<file path="src/rtl/dev_uart_tx_arb_if.sv">
// Requester and UART transmit port bundle for dev_uart_tx_arb.
// The slave modport faces the arbiter. The master modport faces the requesters and the UART.
interface dev_uart_tx_arb_if #(
   parameter int unsigned N = 4
);
   logic [N-1:0]   req_stb;
   logic [8*N-1:0] req_dat;
   logic [N-1:0]   req_last;
   logic [N-1:0]   req_ack;
   logic [N-1:0]   grant;
   logic           busy;
   logic           tx_stb;
   logic [7:0]     tx_dat;
   logic           tx_ack;
   logic           tx_rdy;

   modport slave (
      input  req_stb, req_dat, req_last, tx_ack, tx_rdy,
      output req_ack, grant, busy, tx_stb, tx_dat
   );

   modport master (
      output req_stb, req_dat, req_last, tx_ack, tx_rdy,
      input  req_ack, grant, busy, tx_stb, tx_dat
   );
endinterface

</file>
<file path="src/rtl/dev_uart_tx_arb.sv">
// Round-robin arbiter sharing one byte-wide UART transmit port among N requesters.
// Optional packet lock is enabled by defining UART_ARB_LOCK_EN.
module dev_uart_tx_arb #(
   parameter int unsigned N = 4
) (
   input  logic             clk,
   input  logic             rst_n,
   dev_uart_tx_arb_if.slave bus
);
   localparam int unsigned PW = (N > 1) ? $clog2(N) : 1;

   typedef enum logic [1:0] {IDLE, SEND, WAIT} state_t;

   state_t        state, state_nxt;
   logic [PW-1:0] ptr, ptr_nxt;
   logic [PW-1:0] gidx, gidx_nxt;
   logic [PW-1:0] win_idx, cand;
   logic          win_found;
   logic [N-1:0]  eligible;
   logic [N-1:0]  grant, grant_nxt;
   logic [N-1:0]  req_ack, req_ack_nxt;
   logic          tx_stb, tx_stb_nxt;
   logic [7:0]    tx_dat, tx_dat_nxt;
   logic          busy, busy_nxt;
   logic          locked;

`ifdef UART_ARB_LOCK_EN
   logic lock, lock_nxt;
   assign locked = lock;
`else
   logic unused_last;
   assign locked      = 1'b0;
   assign unused_last = ^bus.req_last;
`endif

   // While a packet lock is held only the current owner may be picked.
   assign eligible = locked ? (bus.req_stb & grant) : bus.req_stb;

   // Round-robin search starting just after the last served index.
   always_comb begin
      win_found = 1'b0;
      win_idx   = '0;
      cand      = '0;
      for (int unsigned i = 1; i <= N; i++) begin
         cand = PW'((32'(ptr) + i) % N);
         if (!win_found && eligible[cand]) begin
            win_found = 1'b1;
            win_idx   = cand;
         end
      end
   end

   always_comb begin
      state_nxt   = state;
      ptr_nxt     = ptr;
      gidx_nxt    = gidx;
      grant_nxt   = grant;
      req_ack_nxt = '0;
      tx_stb_nxt  = tx_stb;
      tx_dat_nxt  = tx_dat;
`ifdef UART_ARB_LOCK_EN
      lock_nxt    = lock;
`endif
      case (state)
         IDLE: begin
            if (win_found) begin
               grant_nxt  = N'(1) << win_idx;
               gidx_nxt   = win_idx;
               tx_dat_nxt = bus.req_dat[{win_idx, 3'b000} +: 8];
               tx_stb_nxt = 1'b1;
               state_nxt  = SEND;
            end
         end
         SEND: begin
            if (bus.tx_ack) begin
               tx_stb_nxt  = 1'b0;
               req_ack_nxt = grant;
               ptr_nxt     = gidx;
`ifdef UART_ARB_LOCK_EN
               lock_nxt    = ~bus.req_last[gidx];
`endif
               state_nxt   = WAIT;
            end
         end
         WAIT: begin
            // A held TX_ACK is absorbed here so only one REQ_ACK pulse results.
            if (bus.tx_rdy && !bus.tx_ack) begin
               if (!locked) grant_nxt = '0;
               state_nxt = IDLE;
            end
         end
         default: state_nxt = IDLE;
      endcase
      busy_nxt = (state_nxt != IDLE);
   end

   always_ff @(posedge clk or negedge rst_n) begin
      if (!rst_n) begin
         state   <= IDLE;
         ptr     <= PW'(N - 1);
         gidx    <= '0;
         grant   <= '0;
         req_ack <= '0;
         tx_stb  <= 1'b0;
         tx_dat  <= 8'h00;
         busy    <= 1'b0;
`ifdef UART_ARB_LOCK_EN
         lock    <= 1'b0;
`endif
      end else begin
         state   <= state_nxt;
         ptr     <= ptr_nxt;
         gidx    <= gidx_nxt;
         grant   <= grant_nxt;
         req_ack <= req_ack_nxt;
         tx_stb  <= tx_stb_nxt;
         tx_dat  <= tx_dat_nxt;
         busy    <= busy_nxt;
`ifdef UART_ARB_LOCK_EN
         lock    <= lock_nxt;
`endif
      end
   end

   assign bus.grant   = grant;
   assign bus.req_ack = req_ack;
   assign bus.tx_stb  = tx_stb;
   assign bus.tx_dat  = tx_dat;
   assign bus.busy    = busy;
endmodule

</file>
<file path="src/flat_wrapper.sv">
// flat-port wrapper written by rule: the top's interface ports become plain ports
module dev_uart_tx_arb_flat 
#(
   parameter int unsigned N = 4
)
  (clk, rst_n, bus_req_stb, bus_req_dat, bus_req_last, bus_tx_ack, bus_tx_rdy, bus_req_ack, bus_grant, bus_busy, bus_tx_stb, bus_tx_dat);
  dev_uart_tx_arb_if #(.N(N)) bus_i ();
  input  logic clk;
  input  logic rst_n;
  input wire logic [$bits(bus_i.req_stb)-1:0] bus_req_stb;
  input wire logic [$bits(bus_i.req_dat)-1:0] bus_req_dat;
  input wire logic [$bits(bus_i.req_last)-1:0] bus_req_last;
  input wire logic [$bits(bus_i.tx_ack)-1:0] bus_tx_ack;
  input wire logic [$bits(bus_i.tx_rdy)-1:0] bus_tx_rdy;
  output wire logic [$bits(bus_i.req_ack)-1:0] bus_req_ack;
  output wire logic [$bits(bus_i.grant)-1:0] bus_grant;
  output wire logic [$bits(bus_i.busy)-1:0] bus_busy;
  output wire logic [$bits(bus_i.tx_stb)-1:0] bus_tx_stb;
  output wire logic [$bits(bus_i.tx_dat)-1:0] bus_tx_dat;
  assign bus_i.req_stb = bus_req_stb;
  assign bus_i.req_dat = bus_req_dat;
  assign bus_i.req_last = bus_req_last;
  assign bus_i.tx_ack = bus_tx_ack;
  assign bus_i.tx_rdy = bus_tx_rdy;
  assign bus_req_ack = bus_i.req_ack;
  assign bus_grant = bus_i.grant;
  assign bus_busy = bus_i.busy;
  assign bus_tx_stb = bus_i.tx_stb;
  assign bus_tx_dat = bus_i.tx_dat;
  dev_uart_tx_arb #(.N(N)) u_core (.clk(clk), .rst_n(rst_n), .bus(bus_i));
endmodule
</file>
<file path="config.mk">
export PLATFORM = sky130hd
export DESIGN_NAME = dev_uart_tx_arb_flat
export DESIGN_NICKNAME = d
export VERILOG_FILES = /design/src/rtl/dev_uart_tx_arb_if.sv /design/src/rtl/dev_uart_tx_arb.sv /design/src/flat_wrapper.sv
export SDC_FILE = /design/constraint.sdc
export NUM_CORES = 1
export LEC_CHECK = 0
export CORE_MARGIN = 1.5
export CORE_UTILIZATION = 25
export CTS_CLUSTER_DIAMETER = 100
export DETAILED_ROUTE_END_ITERATION = 12
export GPL_TIMING_DRIVEN = 0
export REMOVE_ABC_BUFFERS = 1
export SETUP_SLACK_MARGIN = 0.15
export SLEW_MARGIN = 10
export SYNTH_ARGS = -nofsm -noshare
export SYNTH_HDL_FRONTEND = slang
export SYNTH_SLANG_ARGS = --single-unit
</file>
<file path="constraint.sdc">
create_clock -name clk -period 2.9 [get_ports clk]
set_input_delay 0.87 -clock clk [delete_from_list [all_inputs] [get_ports clk]]
set_output_delay 0.87 -clock clk [all_outputs]
set_load 0.01 [all_outputs]
</file>
==> results of run 1 <==
[area by class of cell]
| type | count | area (µm²) |
|---|---|---|
| Sequential cell | 24 | 603 |
| Tap cell | 70 | 87.6 |
| Timing Repair Buffer | 62 | 616 |
| Fill cell | 541 | 3090 |
| Clock buffer | 4 | 55.1 |
| Multi-Input combinational cell | 96 | 731 |
| Inverter | 5 | 18.8 |
[metal layers]
layer	up-vias	part of all wire, %
met5	-	0
met4	0	1.9
met3	4	4.4
met2	31	46
met1	555	48
li1	588	-
[worst register-to-register path, stage by stage (launching register included)]
cell,delay (ns)
dfstp_2,0.60
mux2i_1,0.19
o22ai_1,0.14
or2_2,0.35
nor2_4,0.32
a22o_1,0.21
[cells by family (layout without fill, tap and decap cells)]
group | after synthesis | count (layout)
AOI/OAI and AO/OA | 33 | 33
buffers and inverters | 9 | 71
muxes | 9 | 9
and+or+nand+nor | 54 | 54
DFF | 24 | 24
[synth_stat cells (all sizes together) (2+ instances only)]
cell	n
or2	2
a211oi	17
nor3	9
buf	3
nand2	17
dfrtp	22
dfstp	2
nor3b	3
and2	4
nor2	12
a21oi	3
mux2i	9
o21ai	8
inv	5
nand2b	3
[power groups by stage]
stage | clock [W] | sequential, W | combinational [W]
finish | 0.000231 | 0.000586 | 0.00102
global route | 0.000253 | 0.000607 | 0.00112
CTS | 0.000237 | 0.000589 | 0.00100
detailed placement | 0 | 0.000594 | 0.000965
global placement | 0 | 0.000593 | 0.000954
floorplan | 0 | 0.000624 | 0.000545
[registers in the layout (all words and copies together) (netlist names)]
signal,count
u_core.bus.req_ack,4
u_core.ptr,2
u_core.bus.busy,1
u_core.gidx,2
u_core.bus.tx_dat,8
u_core.state,2
u_core.bus.grant,4
u_core.bus.tx_stb,1
[repair_timing]
action / 4_1_cts / 5_1_grt
pin swaps: 0 / 1
cloned: 0 / 0
buffers inserted: 3 / 2
endpoints found under the setup margin: 10 / 8
[worst max path at each step]
| stage | from | to | cells past startpoint |
|---|---|---|---|
| 2_1_floorplan | bus_req_stb[3] | u_core.bus.grant[0] | 5 |
| 3_3_place_gp | bus_req_stb[1] | u_core.bus.tx_dat[1] | 6 |
| 3_5_place_dp | bus_req_stb[3] | u_core.bus.grant[0] | 6 |
| 4_1_cts | bus_req_stb[1] | u_core.bus.tx_dat[1] | 6 |
| 5_1_grt | bus_req_stb[3] | u_core.bus.tx_dat[2] | 7 |
| 6_report | bus_req_stb[3] | u_core.bus.tx_dat[1] | 7 |
[metrics by stage]
| step | total power, W | std cells |
|---|---|---|
| 2_1_floorplan | 0.00117 | 125 |
| 3_3_place_gp | 0.00155 | 252 |
| 3_5_place_dp | 0.00156 | 252 |
| 4_1_cts | 0.00183 | 259 |
| 5_1_grt | 0.00198 | 261 |
| 6_report | 0.00184 | 261 |
[placed cells by master, fill, tap and decap left out, types with 2 or more instances in the layout]
master / netlist / final
a211oi_2: 16 / 16
a21oi_4: 2 / 2
and2_1: 4 / 4
buf_4: 1 / 4
clkbuf_8: 0 / 4
clkdlybuf4s50_1: 0 / 56
dfrtp_1: 22 / 22
dfstp_2: 2 / 2
inv_1: 5 / 5
mux2i_1: 9 / 9
nand2_1: 17 / 17
nand2b_1: 3 / 3
nor2_1: 11 / 11
nor3_1: 8 / 8
nor3b_1: 2 / 2
o21ai_0: 6 / 6
or2_2: 2 / 2
==> impl_metrics.ini, run 1 <==
[clock_network]
htreeDepth = 1
worstSkewPairLatency_ns = 0.27
cts_tree = built
root_buffer = clkbuf_8
cts.clk_slew.worst_paths_ns = 0.09
cts_buffers = 3
ctsLongestPathBuffers = 2
cts_hold_buf = 0
cts.sinks = 24
cts_resized = 0

[power]
peakVddDrop_uv = 311
combPwrFrac_pct = 55.5
p_sw_share_pct = 38.6
switchingPower_w = 0.000710
power.density_nw_per_um2 = 870
seqPwrFrac_pct = 31.9
pwr-share-clk_pct = 12.6
intPower_w = 0.00113
p_leak_nw = 0.833

[timing]
layout_setup_ws_ns = 0.329
slew_viol_final = 0
fin_crit_ns = 2.57
timing.fmax_mhz = 389
maxSlewHeadroom_pct = 59.6
period_share_pct = 88.7
whs_ns = 0.485
skew_ns = 0.00235
setup_viol = 0
rsz0062_at_grt = false
tightestPinTransition_ns = 0.606
setup-tns-final_ns = 0
hold_viol = 0

[yosys]
synthArstFlopShare_pct = 100
synth_top_area_cell = dfrtp_1
ys_seq_area_share_pct = 43.7
synthAdderAreaFrac_pct = 0
synthSimpleGateAreaFrac_pct = 21.8
synth_top_family_by_area = compound AO/OA/AOI/OAI gates
synth_edf_count = 0
yosysUniqueCellTypes = 34
syn_inst = 129
syn_area_per_cell_um2 = 10.7
synth_area_leaders = dfrtp_1 40%, a211oi_2 15%, mux2i_1 6.5%, nand2_1 4.6%, dfstp_2 3.8%
yosys_warnings = 0
synth-compound-area-share_pct = 24.6
synth_xor_area_share_pct = 0
ys.flop_type = dfrtp_1
synth_top_cell_area_share_pct = 39.9
synth.area.mux_share_pct = 6.53
synth_seq_cells = 24
syn-cell-area_um2 = 1380

[worst_setup_path]
crit_family = simple AND/OR/NAND/NOR gates
startpoint_type = input port
cp_data_required_time_ns = 3.09
rr_startpoint = u_core.ptr[1]
crit_chain = clkdlybuf4s50_1 -> or4_4 -> nor3b_4 -> buf_4 -> o21ai_4 -> a211oi_2 -> a211oi_2
max_stage_delay_ns = 0.59
crit_buf_inv = 2
crit_fanout = 9
cp_data_arrival_time_ns = 2.76
rr_worst_depth = 5
crit_top_cell = a211oi_2
r2r_slack_ns = 1.04
r2r-end = u_core.bus.grant[0]
crit_type = input port to register
worstSetupEndpointType = register
slowest_stage = or4_4

[worst_hold_path]
min_path_cells = 2
hold_end = u_core.ptr[0]
hp-class = register to register
worstHoldStart = u_core.gidx[0]

[grt]
track_usage_pct = 12.7
grt_use_met2_pct = 20.7
grt_pass1_wl_um = 5840
grt_use_met3_pct = 2.38
antenna_found_initial = 0
overflow = 0
grt_pass1_vias = 1212
grt_max_degree = 25
grt_use_met1_pct = 16.2
top_usage_layer = met2

[cells_and_area]
diodes = 0
nNetsFinal = 236
stdcell_area_um2 = 2110
area_growth_pct = 52.9
fin_util_pct = 40.6
drive_gt1_share_pct = 20.9

[placed_design]
place.gp.congestion = 0.697
hpwl_um = 2600
post-place-ws_ns = -0.233
port_buffers = 57
placed_area_um2 = 2010

[detailed_routing]
wirelength_um = 3530
vias = 1178
drc = 0
ant_nets = 0
first_pass_iters = 4
vias_per_cell = 4.51
post_drt_wl_per_cell_um = 13.5
drtIter0Drc = 35

[job]
drv_cap = 0

[floorplan]
die_height_um = 77.3
die_area_um2 = 5980
std_cell_rows = 26
ios = 62
coreArea_um2 = 5200
initial_core_util_pct = 26.5
dieWidth_um = 77.3

[status]
outcome = completed
No activity file was read; power rests on OpenSTA's default activity.
==> run 2, diff against run 1 <==
--- a/config.mk
+++ b/config.mk
@@ -10,8 +10,7 @@
 export CTS_CLUSTER_DIAMETER = 100
 export DETAILED_ROUTE_END_ITERATION = 12
 export GPL_TIMING_DRIVEN = 0
-export REMOVE_ABC_BUFFERS = 1
-export SETUP_SLACK_MARGIN = 0.15
+export SETUP_SLACK_MARGIN = 0.5
 export SLEW_MARGIN = 10
 export SYNTH_ARGS = -nofsm -noshare
 export SYNTH_HDL_FRONTEND = slang
==> impl_metrics.ini, run 2 (synthesis gave the netlist of run 1 again) <==
[status]
outcome = completed

[cells_and_area]
largest_register = u_core.bus.tx_dat
nNetsFinal = 237
largest_register_ffs = 8
layout_common_cells = 52 x clkdlybuf4s50_1, 22 x dfrtp_1, 17 x nand2_1
nFillCells = 520
seq_area_um2 = 603
multiInputGateArea_um2 = 743
diodes = 0
area_growth_pct = 54.5
final_common_cell = clkdlybuf4s50_1
reg_top3 = u_core.bus.tx_dat: 8 flops, u_core.bus.grant: 4 flops, u_core.bus.req_ack: 4 flops
stdcell_area_um2 = 2130
drive_gt1_share_pct = 21.4

[yosys]
synth_nets = 173

[placed_design]
place.gp.congestion = 0.724
placed_area_um2 = 2040
port_buffers = 57
post-place-ws_ns = 0.0719
hpwl_um = 2640

[worst_setup_path]
startpoint_type = input port
r2r-end = u_core.bus.grant[0]
crit_start = bus_req_stb[3]
cp_data_required_time_ns = 3.06
crit_fanout = 10
rr_worst_depth = 6
r2r_slack_ns = 1.05
worstSetupEndpointType = register
cp_data_arrival_time_ns = 2.48
critical_path.endpoint = u_core.bus.grant[0]
crit_type = input port to register
rr_startpoint = u_core.ptr[1]

[timing]
tightestPinTransition_ns = 0.547
maxSlewHeadroom_pct = 63.5
rsz0062_at_grt = false
period_share_pct = 80.0
skew_ns = 0.00389
hold_viol = 0
fin_crit_ns = 2.32
slew_viol_final = 0
setup-tns-final_ns = 0
timing.fmax_mhz = 431
setup_viol = 0
layout_setup_ws_ns = 0.580

[clock_network]
htreeDepth = 1
cts.clk_slew.worst_paths_ns = 0.09
cts.sinks = 24
worstSkewPairLatency_ns = 0.27
cts_tree = built
cts_buffers = 3
ctsLongestPathBuffers = 2
root_buffer = clkbuf_8

[floorplan]
die_area_um2 = 5980
coreArea_um2 = 5200
dieWidth_um = 77.3
initial_core_util_pct = 26.5
die_height_um = 77.3
ios = 62
std_cell_rows = 26

[power]
seqPwrFrac_pct = 31.1
peakVddDrop_uv = 340
p_sw_share_pct = 38.0
intPower_w = 0.00118
power.density_nw_per_um2 = 892
combPwrFrac_pct = 53.5
switchingPower_w = 0.000722
p_leak_nw = 0.843
pwr-share-clk_pct = 15.4

[grt]
overflow = 0
grt_pass1_vias = 1175
grt_max_degree = 25
antenna_found_initial = 0
track_usage_pct = 12.8
grt_pass1_wl_um = 6050

[detailed_routing]
first_pass_iters = 4
ant_nets = 0
wirelength_um = 3590
drc = 0
vias = 1201
drtIter0Drc = 46
post_drt_wl_per_cell_um = 13.7
vias_per_cell = 4.58

[worst_hold_path]
hp-class = register to register

[job]
drv_cap = 0
## run 2: layer usage
layer | global-route usage (%) | wire (µm)
met3 | 1.55 | 175
met1 | 17.2 | 1620
met5 | 0 | 0
met2 | 20.9 | 1730
met4 | 4.91 | 55
## run 2: power by group through the flow
stage,registers (W),logic [W],clock network (W)
finish,0.000591,0.00102,0.000293
global placement,0.000594,0.000983,0
floorplan,0.000624,0.000575,0
CTS,0.000594,0.00104,0.000301
detailed placement,0.000598,0.000995,0
global route,0.000615,0.00112,0.000314
## run 2: layout make-up
type                    instances  area share (%)
plain buffers                   4            1.29
multi-input cells              97            34.9
well taps                      70            4.11
inverters                       5           0.880
repair buffers                 58            27.2
clock inverters                 1            1.41
clock buffers                   3            1.94
flip-flops and latches         24            28.3
## run 2: worst max-delay path: stages
cell	delay (ns)
dlygate4sd2_1	0.30
or4_4	0.58
nor3b_4	0.21
inv_1	0.12
nor2_4	0.05
buf_12	0.14
a22o_1	0.22
## run 2: what timing repair did
item,4_1_cts,5_1_grt
setup endpoints to repair,10,0
resized for setup,5,0
hold buffers,0,0
setup buffers,1,0
## run 2: worst min path at each step
stage | startpoint | to | slack, ns | cells past startpoint
2_1_floorplan | u_core.gidx[0] | u_core.ptr[0] | 0.44 | 2
3_3_place_gp | u_core.gidx[0] | u_core.ptr[0] | 0.46 | 2
3_5_place_dp | u_core.gidx[0] | u_core.ptr[0] | 0.46 | 2
4_1_cts | u_core.gidx[0] | u_core.ptr[0] | 0.50 | 2
5_1_grt | u_core.gidx[0] | u_core.ptr[0] | 0.51 | 2
6_report | u_core.gidx[0] | u_core.ptr[0] | 0.49 | 2
## run 2: metrics by stage
step | instances | hold WS, ns | total power, W | utilization, %
2_1_floorplan | 129 | 0.441 | 0.00120 | -
3_3_place_gp | 256 | 0.465 | 0.00158 | 39.2
3_5_place_dp | 256 | 0.457 | 0.00159 | 39.2
4_1_cts | 262 | 0.495 | 0.00193 | 41.1
5_1_grt | 262 | 0.512 | 0.00205 | 41.0
6_report | 262 | 0.492 | 0.00190 | 41.0
